File: src/rtl/vga_scan_gen.sv
// vga_scan_gen: 640x480@60 raster timing from a 50 MHz clock with a divide-by-2
// pixel enable, plus the read address for a 128x96 video RAM shown at 5x5
// replication. Sync and blanking outputs are delayed to line up with the RAM's
// registered data.
module vga_scan_gen #(
    parameter int H_VIS  = 640,
    parameter int H_FP   = 16,
    parameter int H_SYNC = 96,
    parameter int H_BP   = 48,
    parameter int V_VIS  = 480,
    parameter int V_FP   = 10,
    parameter int V_SYNC = 2,
    parameter int V_BP   = 33,
    parameter int SCALE  = 5
) (
    input  logic        clk,
    input  logic        rst,
    output logic [13:0] addr,
    output logic        hsync,
    output logic        vsync,
    output logic        video_on,
    output logic        frame_start
);

    localparam int H_TOT = H_VIS + H_FP + H_SYNC + H_BP;
    localparam int V_TOT = V_VIS + V_FP + V_SYNC + V_BP;
    localparam int HW    = $clog2(H_TOT);
    localparam int VW    = $clog2(V_TOT);
    localparam int SW    = (SCALE > 1) ? $clog2(SCALE) : 1;

    localparam logic [HW-1:0] H_LAST     = HW'(H_TOT - 1);
    localparam logic [HW-1:0] H_VIS_L    = HW'(H_VIS);
    localparam logic [HW-1:0] H_STEP_END = HW'(H_VIS - 1);
    localparam logic [HW-1:0] HS_START   = HW'(H_VIS + H_FP);
    localparam logic [HW-1:0] HS_STOP    = HW'(H_VIS + H_FP + H_SYNC);
    localparam logic [VW-1:0] V_LAST     = VW'(V_TOT - 1);
    localparam logic [VW-1:0] V_VIS_L    = VW'(V_VIS);
    localparam logic [VW-1:0] V_STEP_END = VW'(V_VIS - 1);
    localparam logic [VW-1:0] VS_START   = VW'(V_VIS + V_FP);
    localparam logic [VW-1:0] VS_STOP    = VW'(V_VIS + V_FP + V_SYNC);
    localparam logic [SW-1:0] SUB_LAST   = SW'(SCALE - 1);

    logic          pix_en_q;
    logic [HW-1:0] hc_q, hc_d;
    logic [VW-1:0] vc_q, vc_d;
    logic [SW-1:0] col_sub_q, col_sub_d;
    logic [SW-1:0] row_sub_q, row_sub_d;
    logic [6:0]    col_idx_q, col_idx_d;
    logic [6:0]    row_idx_q, row_idx_d;
    logic          wrap_q, wrap_d;

    logic          vis_raw, hs_raw, vs_raw;
    logic [13:0]   addr_raw;

    logic          s1_vis_q, s1_hs_q, s1_vs_q;
    logic [13:0]   addr_q;
    logic          video_on_q, hsync_q, vsync_q, frame_start_q;

    // Next-state of the scan counters; the sub/idx counters only step inside
    // the visible region so the indices stop at 127 / 95 through blanking.
    always_comb begin
        hc_d      = hc_q;
        vc_d      = vc_q;
        col_sub_d = col_sub_q;
        col_idx_d = col_idx_q;
        row_sub_d = row_sub_q;
        row_idx_d = row_idx_q;
        wrap_d    = 1'b0;
        if (pix_en_q) begin
            if (hc_q == H_LAST) begin
                hc_d      = '0;
                col_sub_d = '0;
                col_idx_d = '0;
                if (vc_q == V_LAST) begin
                    vc_d      = '0;
                    row_sub_d = '0;
                    row_idx_d = '0;
                    wrap_d    = 1'b1;
                end else begin
                    vc_d = vc_q + 1'b1;
                    if (vc_q < V_STEP_END) begin
                        if (row_sub_q == SUB_LAST) begin
                            row_sub_d = '0;
                            row_idx_d = row_idx_q + 1'b1;
                        end else begin
                            row_sub_d = row_sub_q + 1'b1;
                        end
                    end
                end
            end else begin
                hc_d = hc_q + 1'b1;
                if (hc_q < H_STEP_END) begin
                    if (col_sub_q == SUB_LAST) begin
                        col_sub_d = '0;
                        col_idx_d = col_idx_q + 1'b1;
                    end else begin
                        col_sub_d = col_sub_q + 1'b1;
                    end
                end
            end
        end
    end

    // Raw visibility, sync and address decode from the current counters.
    always_comb begin
        vis_raw  = (hc_q < H_VIS_L) && (vc_q < V_VIS_L);
        hs_raw   = !((hc_q >= HS_START) && (hc_q < HS_STOP));
        vs_raw   = !((vc_q >= VS_START) && (vc_q < VS_STOP));
        addr_raw = vis_raw ? {row_idx_q, col_idx_q} : 14'd0;
    end

    // Pixel enable and scan counters.
    always_ff @(posedge clk or negedge rst) begin
        if (!rst) begin
            pix_en_q  <= 1'b0;
            hc_q      <= '0;
            vc_q      <= '0;
            col_sub_q <= '0;
            col_idx_q <= '0;
            row_sub_q <= '0;
            row_idx_q <= '0;
            wrap_q    <= 1'b0;
        end else begin
            pix_en_q  <= ~pix_en_q;
            hc_q      <= hc_d;
            vc_q      <= vc_d;
            col_sub_q <= col_sub_d;
            col_idx_q <= col_idx_d;
            row_sub_q <= row_sub_d;
            row_idx_q <= row_idx_d;
            wrap_q    <= wrap_d;
        end
    end

    // Stage 1 (address to the RAM) and stage 2 (sync/blank aligned to RAM data).
    always_ff @(posedge clk or negedge rst) begin
        if (!rst) begin
            addr_q        <= '0;
            s1_vis_q      <= 1'b0;
            s1_hs_q       <= 1'b1;
            s1_vs_q       <= 1'b1;
            video_on_q    <= 1'b0;
            hsync_q       <= 1'b1;
            vsync_q       <= 1'b1;
            frame_start_q <= 1'b0;
        end else begin
            addr_q        <= addr_raw;
            s1_vis_q      <= vis_raw;
            s1_hs_q       <= hs_raw;
            s1_vs_q       <= vs_raw;
            video_on_q    <= s1_vis_q;
            hsync_q       <= s1_hs_q;
            vsync_q       <= s1_vs_q;
            frame_start_q <= wrap_q;
        end
    end

    assign addr        = addr_q;
    assign hsync       = hsync_q;
    assign vsync       = vsync_q;
    assign video_on    = video_on_q;
    assign frame_start = frame_start_q;

endmodule

File: config.mk
export PLATFORM = sky130hd
export DESIGN_NAME = vga_scan_gen
export DESIGN_NICKNAME = d
export VERILOG_FILES = /design/src/rtl/vga_scan_gen.sv
export SDC_FILE = /design/constraint.sdc
export NUM_CORES = 1
export LEC_CHECK = 0
export ABC_AREA = 1
export BUFFER_PORTS_ARGS = -buffer_cell sky130_fd_sc_hd__buf_2
export CELL_PAD_IN_SITES_DETAIL_PLACEMENT = 2
export CELL_PAD_IN_SITES_GLOBAL_PLACEMENT = 2
export CORE_MARGIN = 5
export CORE_UTILIZATION = 40
export CTS_CLUSTER_DIAMETER = 30
export CTS_CLUSTER_SIZE = 14
export DETAILED_ROUTE_END_ITERATION = 16
export MAX_ROUTING_LAYER = met4
export PLACE_DENSITY_LB_ADDON = 0.1
export SYNTH_ARGS = -nofsm -noshare
export SYNTH_HDL_FRONTEND = slang
export SYNTH_SLANG_ARGS = --single-unit
File: constraint.sdc
create_clock -name clk -period 2.9 [get_ports clk]
set_clock_uncertainty 0.2 [all_clocks]
set_input_delay 0.145 -clock clk [delete_from_list [all_inputs] [get_ports clk]]
set_output_delay 0.145 -clock clk [all_outputs]
set_load 0.05 [all_outputs]
==> results.py, run 1 <==
metrics = {
    "global_route": {
        "grt.overflow.total": 0,
        "grt_antenna_before_repair": 0,
        "grt_start_max_net_pins": 34,
        "grt_pass1_vias": 3052,
        "track_usage_pct": 18.80,
        "grt_pass1_wl_mm": 14.66,
    },
    "synth": {
        "yosys.area_share.simple_pct": 33.14,
        "synth_compound_area_share_pct": 3.611,
        "synthesis.area_um2": 3292,
        "synth-adder-area-share_pct": 3.801,
        "synth_edf_count": 0,
        "ys_ff_latch": 63,
        "ys_seq_area_share_pct": 48.04,
        "synth-async-reset-ratio_pct": 100.0,
        "yosys-top-cells-count": "nand2_1 (96), dfrtp_1 (59), inv_1 (54), nor2_1 (44), nand3_1 (30)",
        "syn-num-nets": 411,
        "syn_avg_cell_area_um2": 8.250,
        "synth.most_common_cell": "nand2_1",
        "synthesis.instances": 399,
        "muxShareOfSynthArea_pct": 0,
        "yosysWarnings": 0,
        "synth.distinct_cells": 33,
        "yosys.area.top_type": "dfrtp_1",
        "synth_top_family_by_area": "simple AND/OR/NAND/NOR gates",
        "yosysTopAreaCellShare_pct": 44.85,
        "synthXorXnorAreaFrac_pct": 2.927,
        "synth-main-ff-cell": "dfrtp_1",
        "yosys-top-cells-area": "dfrtp_1 (45%), nand2_1 (11%), inv_1 (6.2%)",
    },
    "sta": {
        "hold_violations": 0,
        "finalCritPeriodShare_pct": 74.99,
        "drv_slew": 0,
        "tightest_slew_ns": 0.5335,
        "setup_violations": 0,
        "min_period_ns": 2.175,
        "slew_headroom_pct": 64.35,
        "setup_tns_ns": 0,
        "hold_ws_ns": 0.1560,
        "fin_ws_ns": 0.7252,
        "fmax_mhz": 459.8,
        "rsz0062_at_grt": "false",
    },
    "worst_setup_path": {
        "cpPeakStageDelay_ns": 0.45,
        "reg2reg_to": "row_idx_q[6]",
        "crit_start": "vc_q[0]",
        "end_kind": "register",
        "cp_cell_sequence": "inv_1 > ha_1 > nand3_1 > nor2_2 > nand2_2 > nand2_2 > nand3_2 > nand2_1 > nand2_1",
        "path_max_fanout": 11,
        "slowest_stage": "dfrtp_1",
        "worstRegToRegCells": 9,
        "worstPathRequired_ns": 2.93,
        "r2r_slack_ns": 0.73,
        "cp_top_family": "simple AND/OR/NAND/NOR gates",
        "r2r_start": "vc_q[0]",
        "startpoint_type": "register",
        "critPathArrivalTime_ns": 2.20,
        "crit_type": "register to register",
        "path_buf_inv": 1,
    },
    "layout": {
        "utilization_pct": 45.10,
        "fillers": 967,
        "multi_input_area_um2": 1431,
        "fin_nets": 436,
        "syn_to_final_growth_pct": 11.44,
        "diodes": 0,
        "drive_gt1_share_pct": 16.78,
        "fin_area_um2": 3669,
        "layoutNonFillerInstCount": 534,
        "seqCellArea_um2": 1582,
    },
    "route": {
        "routed_via_density": 5.124,
        "drt-total-wl_mm": 8.642,
        "antenna_left": 0,
        "via_count": 2736,
        "routedWlPerCell_um": 16.18,
        "dr.pass1.iters": 4,
        "drc": 0,
        "drt_iter0_drc": 50,
    },
    "die": {
        "dieArea_um2": 10140,
        "fp.dieW_um": 100.7,
        "start_util_pct": 40.47,
        "core_area_um2": 8134,
        "num_rows": 33,
        "die_h_um": 100.7,
        "ios": 20,
    },
    "clock_tree": {
        "clk_pin_slew_ns": 0.08,
        "cts_tree": "done",
        "cts_max_level": 3,
        "numClockSinks": 63,
        "cts_made_buffers": 9,
        "cts.root.buffer_cell": "clkbuf_8",
        "clock_latency_ns": 0.34,
        "clock_path_buffers": 2,
    },
    "power": {
        "finalPower_mw": 1.608,
        "power.density_nw_per_um2": 438.3,
        "peakVddDrop_mv": 0.1760,
        "p_leak_nw": 1.860,
    },
    "placement": {
        "placed_area_um2": 3475,
        "post-dp-hpwl_mm": 6.282,
        "gp_congestion": 0.8303,
        "port_buffers": 19,
        "dp_slack_ns": 0.7182,
        "dp_cells": 517,
    },
    "worst_hold_path": {
        "min-delay-path-class": "input pin to async pin",
    },
    "outcome": {
        "outcome": "complete, no violations",
    },
    "job": {
        "drv_cap": 0,
    },
}
kinds of logic after synthesis:
group,after synthesis
AND/OR/NAND/NOR,228
buffers and inverters,65
flip-flops,63
AO/OA/AOI/OAI,22
XOR/XNOR,11
adder cells (fa/ha/maj),10
area by class of cell:
type / count / share of cell area, %
flip-flops and latches: 63 / 43.11
multi-input cells: 271 / 39.02
inverters: 56 / 5.798
clock buffers: 11 / 4.127
well taps: 105 / 3.581
repair buffers: 23 / 3.479
clock inverters: 5 / 0.8868
per-layer routing:
metal  vias to the layer above  global-route usage (%)  part of all wire (%)
met3                        12                   2.491                   2.7
li1                       1316                       -                     -
met4                         0                   5.596                   1.2
met1                      1381                   22.40                    45
met5                         -                       -                     0
met2                        27                   33.01                    51
cells in the final DEF (no fill, tap or decap), types with 3 or more instances in the layout:
master	instances
a21oi_1	3
buf_2	19
buf_4	3
clkbuf_8	11
clkinvlp_4	3
dfrtp_1	59
dfstp_2	4
ha_1	10
inv_1	54
nand2_1	96
nand2_2	7
nand3_1	30
nand4_1	19
nor2_1	44
nor2_2	6
nor3_1	11
o21ai_0	13
o21ai_1	3
or2_2	3
xor2_1	10
state kept, by name (all words and copies together) (netlist names):
register     cells
vsync            1
s1_vis_q         1
col_sub_q        3
addr            14
row_sub_q        3
col_idx_q        7
s1_hs_q          1
pix_en_q         1
wrap_q           1
hsync            1
hc_q            10
s1_vs_q          1
row_idx_q        7
frame_start      1
video_on         1
vc_q            10
worst reg2reg max path, cell delays in order (launching register included):
cell and delay [ns]:
dfrtp_1 0.45, inv_1 0.15, ha_1 0.19, nand3_1 0.13, nor2_2 0.16, nand2_2 0.15, nand2_2 0.24, nand3_2 0.20
nand2_1 0.14, nand2_1 0.07
report_power, final:
group / internal, mW / switching, mW / total, mW
Sequential: 0.878 / 0 / 0.878
Clock: 0.353 / 0.355 / 0.709
Combinational: 0.00315 / 0.0178 / 0.0209
Total: 1.24 / 0.373 / 1.61
worst max-delay path by stage:
stage | to | cells after the start | slack, ns
6_report | row_idx_q[6] | 9 | 0.73
5_1_grt | row_idx_q[6] | 9 | 0.55
4_1_cts | row_idx_q[6] | 8 | 0.70
3_5_place_dp | row_idx_q[6] | 8 | 0.72
3_3_place_gp | row_idx_q[6] | 8 | 0.85
2_1_floorplan | row_sub_q[2] | 10 | 1.20
repair_timing:
action	in CTS	in global routing
buffers inserted	0	0
hold endpoints to repair	61	0
gates resized for setup	0	0
hold buffers	1	0
Power figures use the tool's default switching activity.
==> inputs of run 2 (changes only) <==
- CORE_UTILIZATION: 40 -> 33
- clock period: 2.9 -> 1.8 ns (I/O delays scaled with it)
==> run 2 against run 1 <==
  * Setup slack got worse by 0.67 ns
  * Routed wire length increased by 3.4%
  * Hold slack got worse by 0.058 ns
  * Sequential power increased by 62%
  * Final cell count increased by 9.4%
  * Die area increased by 19%
  * Total power increased by 70%
  * Maximum frequency increased by 25%
  * Critical path depth decreased by 1
  * Highest routed layer unchanged
==> results.py, run 2 (same netlist as run 1, synthesis figures left out) <==
metrics = {
    "route": {
        "routed_via_density": 4.762,
        "antenna_left": 0,
        "drt-total-wl_mm": 8.940,
        "routedWlPerCell_um": 15.31,
        "drt_iter0_drc": 68,
        "via_count": 2781,
        "dr.pass1.iters": 4,
        "drc": 0,
    },
    "power": {
        "p_leak_nw": 1.981,
        "power.density_nw_per_um2": 675.7,
        "peakVddDrop_mv": 0.3812,
    },
    "sta": {
        "setup_tns_ns": 0,
        "hold_violations": 0,
        "setup_violations": 0,
        "min_period_ns": 1.744,
        "fin_ws_ns": 0.05583,
        "drv_slew": 0,
        "finalCritPeriodShare_pct": 96.90,
        "slew_headroom_pct": 75.94,
        "tightest_slew_ns": 0.3609,
        "fmax_mhz": 573.3,
        "rsz0062_at_grt": "true",
        "hold_ws_ns": 0.09828,
    },
    "job": {
        "drv_cap": 0,
    },
    "layout": {
        "syn_to_final_growth_pct": 22.54,
        "fin_area_um2": 4034,
        "drive_gt1_share_pct": 22.84,
        "largest_reg_flops": 14,
        "diodes": 0,
        "fin_nets": 458,
        "final_cell_mix": "nand2_1 (96), dfrtp_1 (56), inv_1 (53), nor2_1 (42), nand3_1 (29)",
        "final_common_cell": "nand2_1",
    },
    "worst_setup_path": {
        "r2r_start": "hc_q[7]",
        "end_kind": "register",
        "worstPathRequired_ns": 1.83,
        "r2r_slack_ns": 0.06,
        "worstRegToRegCells": 8,
        "crit_type": "register to register",
        "startpoint_type": "register",
        "reg2reg_to": "vc_q[6]",
        "critPathArrivalTime_ns": 1.78,
        "path_max_fanout": 5,
    },
    "die": {
        "fp.dieW_um": 109.9,
        "die_h_um": 109.9,
        "ios": 20,
        "num_rows": 36,
        "dieArea_um2": 12070,
        "start_util_pct": 33.83,
        "core_area_um2": 9729,
    },
    "global_route": {
        "grt_start_max_net_pins": 64,
        "grt_antenna_before_repair": 0,
        "grt_pass1_wl_mm": 14.73,
        "track_usage_pct": 16.26,
        "grt.overflow.total": 0,
        "grt_pass1_vias": 3043,
    },
    "clock_tree": {
        "clk_pin_slew_ns": 0.07,
        "cts.root.buffer_cell": "clkbuf_8",
        "numClockSinks": 63,
        "cts_made_buffers": 9,
        "cts_max_level": 3,
        "cts_tree": "done",
        "clock_path_buffers": 2,
        "clock_latency_ns": 0.34,
    },
    "placement": {
        "port_buffers": 19,
        "placed_area_um2": 3667,
        "gp_congestion": 0.7955,
        "dp_slack_ns": -0.09245,
        "post-dp-hpwl_mm": 6.424,
    },
    "outcome": {
        "outcome": "complete, no violations",
    },
    "worst_hold_path": {
        "min-delay-path-class": "input pin to async pin",
    },
}
[run 2: changes by cell type in the layout (fill, tap and decap cells not counted), moves of 2 or more]
| cell | previous run | this run |
|---|---|---|
| buf_12 | 0 | 4 |
| ha_2 | 0 | 2 |
| buf_6 | 0 | 2 |
| nor2_1 | 44 | 42 |
| ha_1 | 10 | 8 |
| buf_4 | 3 | 17 |
| dfrtp_2 | 0 | 3 |
| clkbuf_16 | 0 | 2 |
| clkinvlp_4 | 3 | 0 |
| dfrtp_1 | 59 | 56 |
[run 2: worst max path at each step]
stage                   end     from  slack [ns]  cells after the start
2_1_floorplan  row_sub_q[2]  vc_q[0]        0.10                     10
3_3_place_gp   col_idx_q[5]  hc_q[1]       -0.03                      8
3_5_place_dp   col_idx_q[3]  hc_q[1]       -0.09                      8
4_1_cts        row_sub_q[1]  hc_q[1]       -0.02                      8
5_1_grt             vc_q[6]  hc_q[2]       -0.02                      9
6_report            vc_q[6]  hc_q[7]        0.06                      8
[run 2: per-layer routing]
layer  track usage (%)  wire length [um]  vias to the layer above
met5                 -                 0                        -
met4             5.610               109                        0
met3             3.171               219                        7
met2             26.91              4390                       29
met1             19.82              4221                     1384
li1                  -                 -                     1361
[run 2: final cells by class]
class	instances	area, um2
clock buffer	12	155.1
tap	133	166.4
clock inverter	4	45.04
inverter	56	212.7
multi-input combinational	271	1484
sequential	63	1585
timing repair buffer	45	385.4
fill	1118	5695
[run 2: per-stage QoR]
step | instances | total power [mW] | utilization (%)
after global placement | 561 | 1.478 | 37.69
after CTS | 578 | 2.775 | 40.05
final | 584 | 2.726 | 41.46
after floorplan | 399 | 1.443 | -
after global routing | 584 | 2.848 | 41.46
after detailed placement | 561 | 1.479 | 37.69
[run 2: what timing repair did]
action | CTS | global route
cloned | 0 | 2
pin swaps | 1 | 5
setup buffers | 0 | 4
hold buffers | 1 | 0
gates resized for setup | 3 | 15
hold endpoints to repair | 63 | 0
endpoints found under the setup margin | 8 | 27
[run 2: power by group]
group / switching (mW) / total, mW / leakage [nW] / internal, mW
Sequential: 0 / 1.42 / 0.822 / 1.42
Clock: 0.566 / 1.27 / 0.106 / 0.709
Combinational: 0.0287 / 0.0355 / 1.05 / 0.00677
[run 2: worst max-delay path, stage by stage, from the launching register on]
cell and delay, ns:
dfrtp_2 0.47, nor2_1 0.27, nand4_4 0.15, nor2_4 0.14, buf_12 0.14, buf_12 0.12
inv_4 0.04, nand2_1 0.06, o21ai_2 0.05
